$ cat src/rtl/tmp2_sampler.sv
// Periodic Pmod TMP2 acquisition: requests a read every PERIOD_CYCLES, normalises to 1/128 C, keeps avg/min/max/errors.
// Latency: sample/stats outputs update 2 cycles after the valid_i rising edge; timeout_o fires TIMEOUT_CYCLES after request.
// Backpressure: none; periodic ticks arriving while a request is in flight are dropped, not queued.
module tmp2_sampler #(
    parameter int PERIOD_CYCLES  = 100_000_000,
    parameter int TIMEOUT_CYCLES = 10_000_000,
    parameter int AVG_LOG2       = 3
) (
    input  logic        clk,
    input  logic        rst,
    input  logic        enable,
    input  logic        resolution,
    input  logic        clear_stats,
    output logic        update,
    input  logic        busy,
    input  logic        valid_i,
    input  logic [15:0] temperature_i,
    output logic [15:0] sample_o,
    output logic        sample_valid,
    output logic [15:0] average_o,
    output logic        average_valid,
    output logic [15:0] min_o,
    output logic [15:0] max_o,
    output logic        stats_valid,
    output logic        timeout_o,
    output logic [7:0]  err_count
);

    localparam int PW = (PERIOD_CYCLES > 2) ? $clog2(PERIOD_CYCLES) : 1;
    localparam int TW = (TIMEOUT_CYCLES > 2) ? $clog2(TIMEOUT_CYCLES) : 1;
    localparam int AW = 16 + AVG_LOG2;
    localparam int CW = AVG_LOG2 + 1;

    typedef enum logic [1:0] {S_IDLE, S_REQ, S_WAIT, S_PROC} state_t;

    state_t state_q, state_d;

    logic [PW-1:0]        per_q, per_d;
    logic [TW-1:0]        to_q, to_d;
    logic                 valid_prev_q;
    logic [15:0]          raw_q, raw_d;
    logic signed [15:0]   sample_q, sample_d;
    logic                 sample_valid_q, sample_valid_d;
    logic signed [15:0]   average_q, average_d;
    logic                 average_valid_q, average_valid_d;
    logic signed [15:0]   min_q, min_d, max_q, max_d;
    logic                 stats_valid_q, stats_valid_d;
    logic                 timeout_q, timeout_d;
    logic [7:0]           err_q, err_d;
    logic signed [AW-1:0] acc_q, acc_d;
    logic [CW-1:0]        cnt_q, cnt_d;

    logic                 tick;
    logic                 valid_edge;
    logic                 to_hit;
    logic                 timed_out;
    logic signed [15:0]   conv;
    logic signed [AW-1:0] acc_sum;
    logic signed [AW-1:0] avg_full;

    assign tick       = (per_q == '0) && enable;
    assign valid_edge = valid_i & ~valid_prev_q;
    assign to_hit     = (to_q == TW'(TIMEOUT_CYCLES - 1));
    assign timed_out  = ((state_q == S_REQ) || (state_q == S_WAIT)) && to_hit;

    // Period counter: reload on tick, otherwise count down and park at zero
    always_comb begin
        per_d = per_q;
        if (tick) begin
            per_d = PW'(PERIOD_CYCLES - 1);
        end else if (per_q != '0) begin
            per_d = per_q - PW'(1);
        end
    end

    // FSM state register
    always_ff @(posedge clk or posedge rst) begin
        if (rst) begin
            state_q <= S_IDLE;
        end else begin
            state_q <= state_d;
        end
    end

    // FSM next state; timeout takes priority over a same-cycle handshake
    always_comb begin
        state_d = state_q;
        case (state_q)
            S_IDLE: if (tick) state_d = S_REQ;
            S_REQ:  if (to_hit) state_d = S_IDLE;
                    else if (busy) state_d = S_WAIT;
            S_WAIT: if (to_hit) state_d = S_IDLE;
                    else if (valid_edge) state_d = S_PROC;
            S_PROC: state_d = S_IDLE;
            default: state_d = S_IDLE;
        endcase
    end

    // FSM outputs: update is a pure state decode so reset drops it asynchronously
    always_comb begin
        update = (state_q == S_REQ);
    end

    // Request timer and raw-reading capture
    always_comb begin
        to_d  = to_q;
        raw_d = raw_q;
        if (state_q == S_IDLE) begin
            to_d = '0;
        end else if ((state_q == S_REQ) || (state_q == S_WAIT)) begin
            to_d = to_q + TW'(1);
        end
        if ((state_q == S_WAIT) && valid_edge && !to_hit) begin
            raw_d = temperature_i;
        end
    end

    // Conversion to 1/128 C: 13-bit mode drops the three status flag bits
    always_comb begin
        conv     = resolution ? raw_q : {raw_q[15:3], 3'b000};
        acc_sum  = acc_q + AW'(conv);
        avg_full = acc_sum >>> AVG_LOG2;
    end

    // Statistics, strobes and error counter; clear_stats overrides sample folding
    always_comb begin
        sample_d        = sample_q;
        sample_valid_d  = 1'b0;
        average_d       = average_q;
        average_valid_d = 1'b0;
        min_d           = min_q;
        max_d           = max_q;
        stats_valid_d   = stats_valid_q;
        timeout_d       = 1'b0;
        err_d           = err_q;
        acc_d           = acc_q;
        cnt_d           = cnt_q;
        if (state_q == S_PROC) begin
            sample_d       = conv;
            sample_valid_d = 1'b1;
            if (!stats_valid_q) begin
                min_d = conv;
                max_d = conv;
            end else begin
                if (conv < min_q) min_d = conv;
                if (conv > max_q) max_d = conv;
            end
            stats_valid_d = 1'b1;
            if (cnt_q == CW'((1 << AVG_LOG2) - 1)) begin
                average_d       = avg_full[15:0];
                average_valid_d = 1'b1;
                acc_d           = '0;
                cnt_d           = '0;
            end else begin
                acc_d = acc_sum;
                cnt_d = cnt_q + CW'(1);
            end
        end
        if (timed_out) begin
            timeout_d = 1'b1;
            if (err_q != 8'hFF) err_d = err_q + 8'd1;
        end
        if (clear_stats) begin
            average_valid_d = 1'b0;
            min_d           = '0;
            max_d           = '0;
            stats_valid_d   = 1'b0;
            err_d           = '0;
            acc_d           = '0;
            cnt_d           = '0;
        end
    end

    // Datapath registers
    always_ff @(posedge clk or posedge rst) begin
        if (rst) begin
            per_q           <= '0;
            to_q            <= '0;
            valid_prev_q    <= 1'b0;
            raw_q           <= '0;
            sample_q        <= '0;
            sample_valid_q  <= 1'b0;
            average_q       <= '0;
            average_valid_q <= 1'b0;
            min_q           <= '0;
            max_q           <= '0;
            stats_valid_q   <= 1'b0;
            timeout_q       <= 1'b0;
            err_q           <= '0;
            acc_q           <= '0;
            cnt_q           <= '0;
        end else begin
            per_q           <= per_d;
            to_q            <= to_d;
            valid_prev_q    <= valid_i;
            raw_q           <= raw_d;
            sample_q        <= sample_d;
            sample_valid_q  <= sample_valid_d;
            average_q       <= average_d;
            average_valid_q <= average_valid_d;
            min_q           <= min_d;
            max_q           <= max_d;
            stats_valid_q   <= stats_valid_d;
            timeout_q       <= timeout_d;
            err_q           <= err_d;
            acc_q           <= acc_d;
            cnt_q           <= cnt_d;
        end
    end

    assign sample_o      = sample_q;
    assign sample_valid  = sample_valid_q;
    assign average_o     = average_q;
    assign average_valid = average_valid_q;
    assign min_o         = min_q;
    assign max_o         = max_q;
    assign stats_valid   = stats_valid_q;
    assign timeout_o     = timeout_q;
    assign err_count     = err_q;

endmodule

$ cat config.mk
export PLATFORM = sky130hd
export DESIGN_NAME = tmp2_sampler
export DESIGN_NICKNAME = d
export VERILOG_FILES = /design/src/rtl/tmp2_sampler.sv
export SDC_FILE = /design/constraint.sdc
export NUM_CORES = 1
export LEC_CHECK = 0
export BUFFER_PORTS_ARGS = -buffer_cell sky130_fd_sc_hd__buf_4
export CORE_ASPECT_RATIO = 1.1
export CORE_UTILIZATION = 58
export CTS_CLUSTER_SIZE = 14
export DETAILED_ROUTE_END_ITERATION = 8
export PLACE_DENSITY = 0.79
export SLEW_MARGIN = 30
export SYNTH_ARGS = -nofsm -noshare
export SYNTH_HDL_FRONTEND = slang
export SYNTH_SLANG_ARGS = --single-unit
$ cat constraint.sdc
create_clock -name clk -period 18 [get_ports clk]
set_input_delay 3.6 -clock clk [delete_from_list [all_inputs] [get_ports clk]]
set_output_delay 3.6 -clock clk [all_outputs]
set_load 0.05 [all_outputs]
==> run_results.csv, run 1 <==
group,metric,value,unit
placement,dpl.hpwl,13390,microns
sta,fin_crit,5868,ps
yosys,synth.distinct_cells,73,
die,initial_core_util,59.18,%
cts,clock_latency,430,ps
cells_and_area,drive_gt1_share,21.17,%
grt,grt_pass1_wl,32620,microns
power_and_ir_drop,switching_share,39.52,%
sta,setup_viol,0,
min_path,hold_path.class,"flop to flop",
sta,finalClockSkew,8.707,ps
yosys,synthAdderAreaFrac,7.696,%
critical_path,critical_path_class,"primary input to flop",
sta,final_hold_viol_count,0,
yosys,synthSimpleGateAreaFrac,14.90,%
cts,cts_max_level,4,
yosys,synth_top_area_share,47.47,%
cts,cts_made_buffers,17,
cells_and_area,design_area,10480,sq um
die,die_w,120.2,microns
yosys,ys_ff_latch,169,
critical_path,crit_chain,"buf_4 > nand2_1 > inv_1 > ha_1 > a21oi_1 > maj3_1 > inv_1 > a21oi_1 > o221ai_1 > a221o_1 > mux2_1",
detailed_routing,via_count,6777,
sta,drv_slew,0,
cts,cts_tree,"yes",
yosys,muxShareOfSynthArea,7.738,%
critical_path,critPathMaxStageDelay,780,ps
grt,first_global_vias,6591,
cells_and_area,diodes,0,
cts,cts.sinks,169,
cells_and_area,num-nets-final,1023,
yosys,synth_xor_area_share,5.308,%
grt,global_route.usage.met3,4.585,%
critical_path,crit_buf_inv,3,
sta,relSlewSlack,38.99,%
critical_path,slowest_stage,"a221o_1",
cells_and_area,final_util,69.61,%
critical_path,cp_max_fo,16,
yosys,ys_async_sr_fraction,100.0,%
job,cap_viol_max_count,0,
critical_path,worstPathArrival,6180,ps
cells_and_area,area_delta_synth_final,17.61,%
sta,worstMarginPinSlew,915.1,ps
cts,clkTransAtPathRegs,60,ps
yosys,syn-mean-instance-area,10.54,sq um
power_and_ir_drop,p_int,0.9045,mW
grt,grt_antenna_before_repair,0,
yosys,synth_ff_type,"dfrtp_1",
critical_path,r2r_slack,14850,ps
placement,place_area,9841,sq um
yosys,syn_inst,845,
sta,rsz0062_at_grt,"false",
grt,grt_busiest_layer,"met2",
detailed_routing,totalWireLength,20070,microns
detailed_routing,drc,0,
die,die_y,132.0,microns
detailed_routing,wl_per_cell,17.37,microns
power_and_ir_drop,sequentialPowerShare,36.5,%
power_and_ir_drop,p_sw,0.5910,mW
yosys,synth_sequential_area_ratio,47.47,%
grt,grt_use_met2,41.22,%
cts,cts.hold.buffers_added,0,
grt,grt_max_degree,101,
grt,grtUsageTotal,26.31,%
sta,max_freq,170.4,MHz
cts,cts-root-buf,"clkbuf_16",
detailed_routing,drt_first_pass_iters,5,
detailed_routing,drt_iter0_drc,349,
detailed_routing,vias_per_cell,5.868,
detailed_routing,antenna_left,0,
yosys,yosysWarnings,0,
yosys,synth_largest_area_cell,"dfrtp_1",
die,io_pins,100,
sta,setup_tns,0,ps
grt,met1_usage,35.20,%
critical_path,cp-start-kind,"primary input",
power_and_ir_drop,combPwrFrac,37.6,%
critical_path,crit_family,"compound AO/OA/AOI/OAI gates",
yosys,yosysMostFrequentCell,"dfrtp_1",
cts,cts_setup_buffers,0,
yosys,synth_top_family_by_area,"simple AND/OR/NAND/NOR gates",
yosys,synth_area_leaders,"dfrtp_1, ha_1, mux2_2",
outcome,status,"finished, final reports clean",
yosys,syn-cell-area,8910,sq um
critical_path,endpoint_kind,"flop",
placement,portBuffers,99,
grt,overflow,0,
cts,cts_resized,0,
placement,gp_congestion,0.8602,
die,core-area,15050,sq um
yosys,synth_edf_count,0,
die,die_area,15860,sq um
critical_path,required,18310,ps
power_and_ir_drop,clkPwrFrac,25.9,%
yosys,synth_nets,922,
sta,finalCritPeriodShare,32.60,%
yosys,synth_compound_area_share,13.71,%
power_and_ir_drop,peakVddDrop,0.07598,mV
power_and_ir_drop,leakagePower,5.110,nW
cts,clockBufferDepth,2,
die,rows,47,
yosys,ys_top_cells_by_count,"dfrtp_1, nor2_1, ha_1",
power_and_ir_drop,p_per_area,142.7,nW/um^2
==> routing by layer <==
| layer | vias up | part of all wire (%) |
|---|---|---|
| li1 | 3232 | - |
| met1 | 3306 | 45 |
| met2 | 187 | 47 |
| met3 | 52 | 4.1 |
| met4 | 0 | 3.7 |
| met5 | - | 0 |
==> power by group through the flow <==
stage | sequential, mW | combinational (mW) | clock, mW
after floorplan | 0.607 | 0.339 | 0
after global routing | 0.554 | 0.614 | 0.408
after CTS | 0.544 | 0.563 | 0.394
after detailed placement | 0.549 | 0.555 | 0
final | 0.545 | 0.562 | 0.388
after global placement | 0.546 | 0.541 | 0
==> path summary, 6_finish.rpt <==
| kind | end | depth (start not counted) | start |
|---|---|---|---|
| max reg2reg | max_o[1] | 9 | raw_q[5] |
| max | max_o[1] | 11 | resolution |
| min reg2reg | per_q[10] | 1 | per_q[10] |
| min in group asynchronous | valid_prev_q | 2 | rst |
| max in group asynchronous | per_q[15] | 3 | rst |
| min | per_q[10] | 1 | per_q[10] |
==> logic make-up (layout without fill, tap and decap cells) <==
group                      after synthesis  count (layout)
AOI/OAI and AO/OA                      177             177
xor gates and xnor gates                54              54
adders and majority gates               55              55
buffers and inverters                   70             184
DFF                                    169             169
muxes                                   63              63
and+or+nand+nor                        257             257
==> registers in the layout, indices dropped and copies added, names as in the netlist <==
register	count
err_count	8
to_q	24
min_o	16
state_q	2
cnt_q	4
per_q	27
sample_valid	1
timeout_o	1
average_o	16
average_valid	1
sample_o	16
max_o	16
raw_q	16
valid_prev_q	1
stats_valid	1
acc_q	19
==> worst register-to-register path, cell delays in order, from the launching register on <==
cell and delay, ps:
dfrtp_1 560, ha_1 320, a21o_1 180, a21o_1 170, a21oi_1 150, nor2_1 60, a211oi_1 300, o221ai_1 150
a221o_1 690, mux2_1 450
==> cells in the final DEF, fill, tap and decap left out, types with 5 or more instances in the layout <==
cell,n
ha_1,54
mux2i_1,16
or3_1,11
buf_4,103
o21ai_0,26
nor2_1,79
and3_1,5
nor3_1,16
nand3_1,29
nor2b_1,6
dfrtp_1,169
a21oi_1,41
o21bai_1,6
xor2_1,27
nand2b_1,19
a31oi_1,10
clkbuf_16,17
nand4_1,15
a21o_1,23
nand2_1,47
mux2_2,44
xnor2_1,27
a211oi_1,6
clkinv_4,6
a22o_1,28
inv_1,46
==> cell type report <==
class	count	area [sq um]
fill	1151	4576
multi-input combinational	606	4405
sequential	169	4229
timing repair buffer	104	784.5
clock buffer	17	425.4
tap	196	245.2
clock inverter	15	201.4
inverter	48	187.7
==> per-stage QoR <==
step           hold WS (ps)  instances  setup slack, ps  total power [mW]
2_1_floorplan         433.6        845             9825            0.9457
3_3_place_gp          454.8       1123            11790             1.088
3_5_place_dp          463.8       1123            11700             1.104
4_1_cts               478.3       1155            12140             1.501
5_1_grt               487.1       1155            11960             1.576
6_report              479.2       1155            12130             1.496
No activity file was read; power rests on OpenSTA's default activity.
==> run 2: changes to the inputs <==
- clock period: 18 -> 5.65 ns (I/O delays scaled with it)
==> run 2 against run 1 <==
  * Via count fell by 0.21%
  * Largest power group unchanged
  * Critical path depth stayed put
  * Core utilization grew 0.42 points
==> run_results.csv, run 2 (synthesized netlist as in run 1, its figures left out) <==
group,metric,value,unit
die,die_area,15860,sq um
critical_path,cp-start-kind,"primary input",
sta,setup_tns,0,ps
critical_path,r2r_slack,2510,ps
sta,rsz0062_at_grt,"false",
outcome,status,"finished, final reports clean",
cells_and_area,reg_top3,"per_q (27), to_q (24), acc_q (19)",
critical_path,crit_family,"compound AO/OA/AOI/OAI gates",
critical_path,critical_path_class,"primary input to flop",
critical_path,r2r-end,"max_o[1]",
min_path,hold_path.class,"flop to flop",
placement,gp_congestion,0.8628,
sta,worstMarginPinSlew,946.8,ps
cts,clkTransAtPathRegs,60,ps
job,cap_viol_max_count,0,
sta,relSlewSlack,36.87,%
detailed_routing,drt_first_pass_iters,6,
cells_and_area,top_register,"per_q",
placement,dpl.hpwl,13240,microns
die,die_w,120.2,microns
grt,grtUsageTotal,25.88,%
cts,cts_resized,0,
critical_path,slowest_stage,"a221o_1",
cells_and_area,drive_gt1_share,21.25,%
cts,clock_latency,430,ps
cells_and_area,layout.cells.most_common_list,"dfrtp_1, buf_4, nor2_1",
grt,overflow,0,
die,rows,47,
power_and_ir_drop,leakagePower,5.126,nW
critical_path,required,5950,ps
sta,max_freq,289.9,MHz
grt,grt_max_degree,170,
cts,cts-root-buf,"clkbuf_16",
cells_and_area,stdcell_count,1156,
cells_and_area,num-nets-final,1024,
cells_and_area,design_area,10540,sq um
placement,portBuffers,99,
cts,cts_made_buffers,17,
critical_path,crit_start,"resolution",
critical_path,critPathMaxStageDelay,810,ps
cts,cts_max_level,4,
die,core-area,15050,sq um
critical_path,rr_startpoint,"raw_q[5]",
sta,finalCritPeriodShare,61.04,%
detailed_routing,totalWireLength,19520,microns
placement,dp.cells,1123,
critical_path,endpoint,"max_o[1]",
detailed_routing,antenna_left,0,
die,initial_core_util,59.18,%
cells_and_area,final_common_cell,"dfrtp_1",
cells_and_area,diodes,0,
cells_and_area,final_util,70.03,%
critical_path,cp_max_fo,16,
cts,cts.hold.buffers_added,0,
cells_and_area,area_delta_synth_final,18.33,%
cts,cts.sinks,169,
detailed_routing,drt_iter0_drc,466,
detailed_routing,drc,0,
sta,drv_slew,0,
die,io_pins,100,
sta,final_hold_viol_count,0,
sta,finalClockSkew,11.87,ps
critical_path,worstPathArrival,3750,ps
critical_path,endpoint_kind,"flop",
grt,grt_pass1_wl,32220,microns
placement,place_area,9852,sq um
grt,grt_antenna_before_repair,0,
critical_path,crit_buf_inv,3,
cts,clockBufferDepth,2,
die,die_y,132.0,microns
sta,fin_crit,3449,ps
critical_path,reg2reg_depth,9,
power_and_ir_drop,p_per_area,456.5,nW/um^2
grt,first_global_vias,6464,
power_and_ir_drop,peakVddDrop,0.2639,mV
cts,cts_setup_buffers,0,
cells_and_area,largest_reg_flops,27,
critical_path,crit_chain,"buf_4 > nand2_1 > inv_1 > ha_1 > a21oi_1 > maj3_1 > inv_1 > a21oi_1 > o221ai_1 > a221o_1 > mux2_1",
detailed_routing,via_count,6763,
detailed_routing,vias_per_cell,5.850,
cts,cts_tree,"yes",
critical_path,cp.depth,11,
detailed_routing,wl_per_cell,16.88,microns
sta,setup_viol,0,
-- run 2: layout make-up --
type,count,area [sq um]
Inverter,48,183.9
Clock inverter,14,219.0
Sequential cell,169,4229
Clock buffer,18,439.2
Timing Repair Buffer,105,820.8
Tap cell,196,245.2
Multi-Input combinational cell,606,4405
Fill cell,1159,4512
-- run 2: per-stage QoR --
step,total power [mW],worst slack [ps],hold WS (ps)
6_report,4.812,2201,465.2
5_1_grt,5.077,1998,491.5
4_1_cts,4.824,2204,466.0
3_5_place_dp,3.514,1830,456.9
3_3_place_gp,3.468,1896,452.2
2_1_floorplan,3.013,2365,433.6
-- run 2: metal layers --
metal	GRT usage, %	routed length, microns	up-vias
li1	-	-	3248
met1	35.98	8897	3312
met2	40.36	9325	163
met3	4.412	798	40
met4	10.35	495	0
met5	0	0	-
-- run 2: where the power goes --
group	total (mW)	switching (mW)	internal, mW
logic	1.79	1.08	0.711
clock network	1.29	0.490	0.799
registers	1.73	0.301	1.43
-- run 2: worst min-delay path by stage --
stage	start	end	slack, ps	depth (start not counted)
finish	per_q[10]	per_q[10]	470	1
floorplan	per_q[10]	per_q[10]	430	1
CTS	per_q[10]	per_q[10]	470	1
global route	per_q[10]	per_q[10]	490	1
detailed placement	per_q[10]	per_q[10]	460	1
global placement	per_q[10]	per_q[10]	450	1
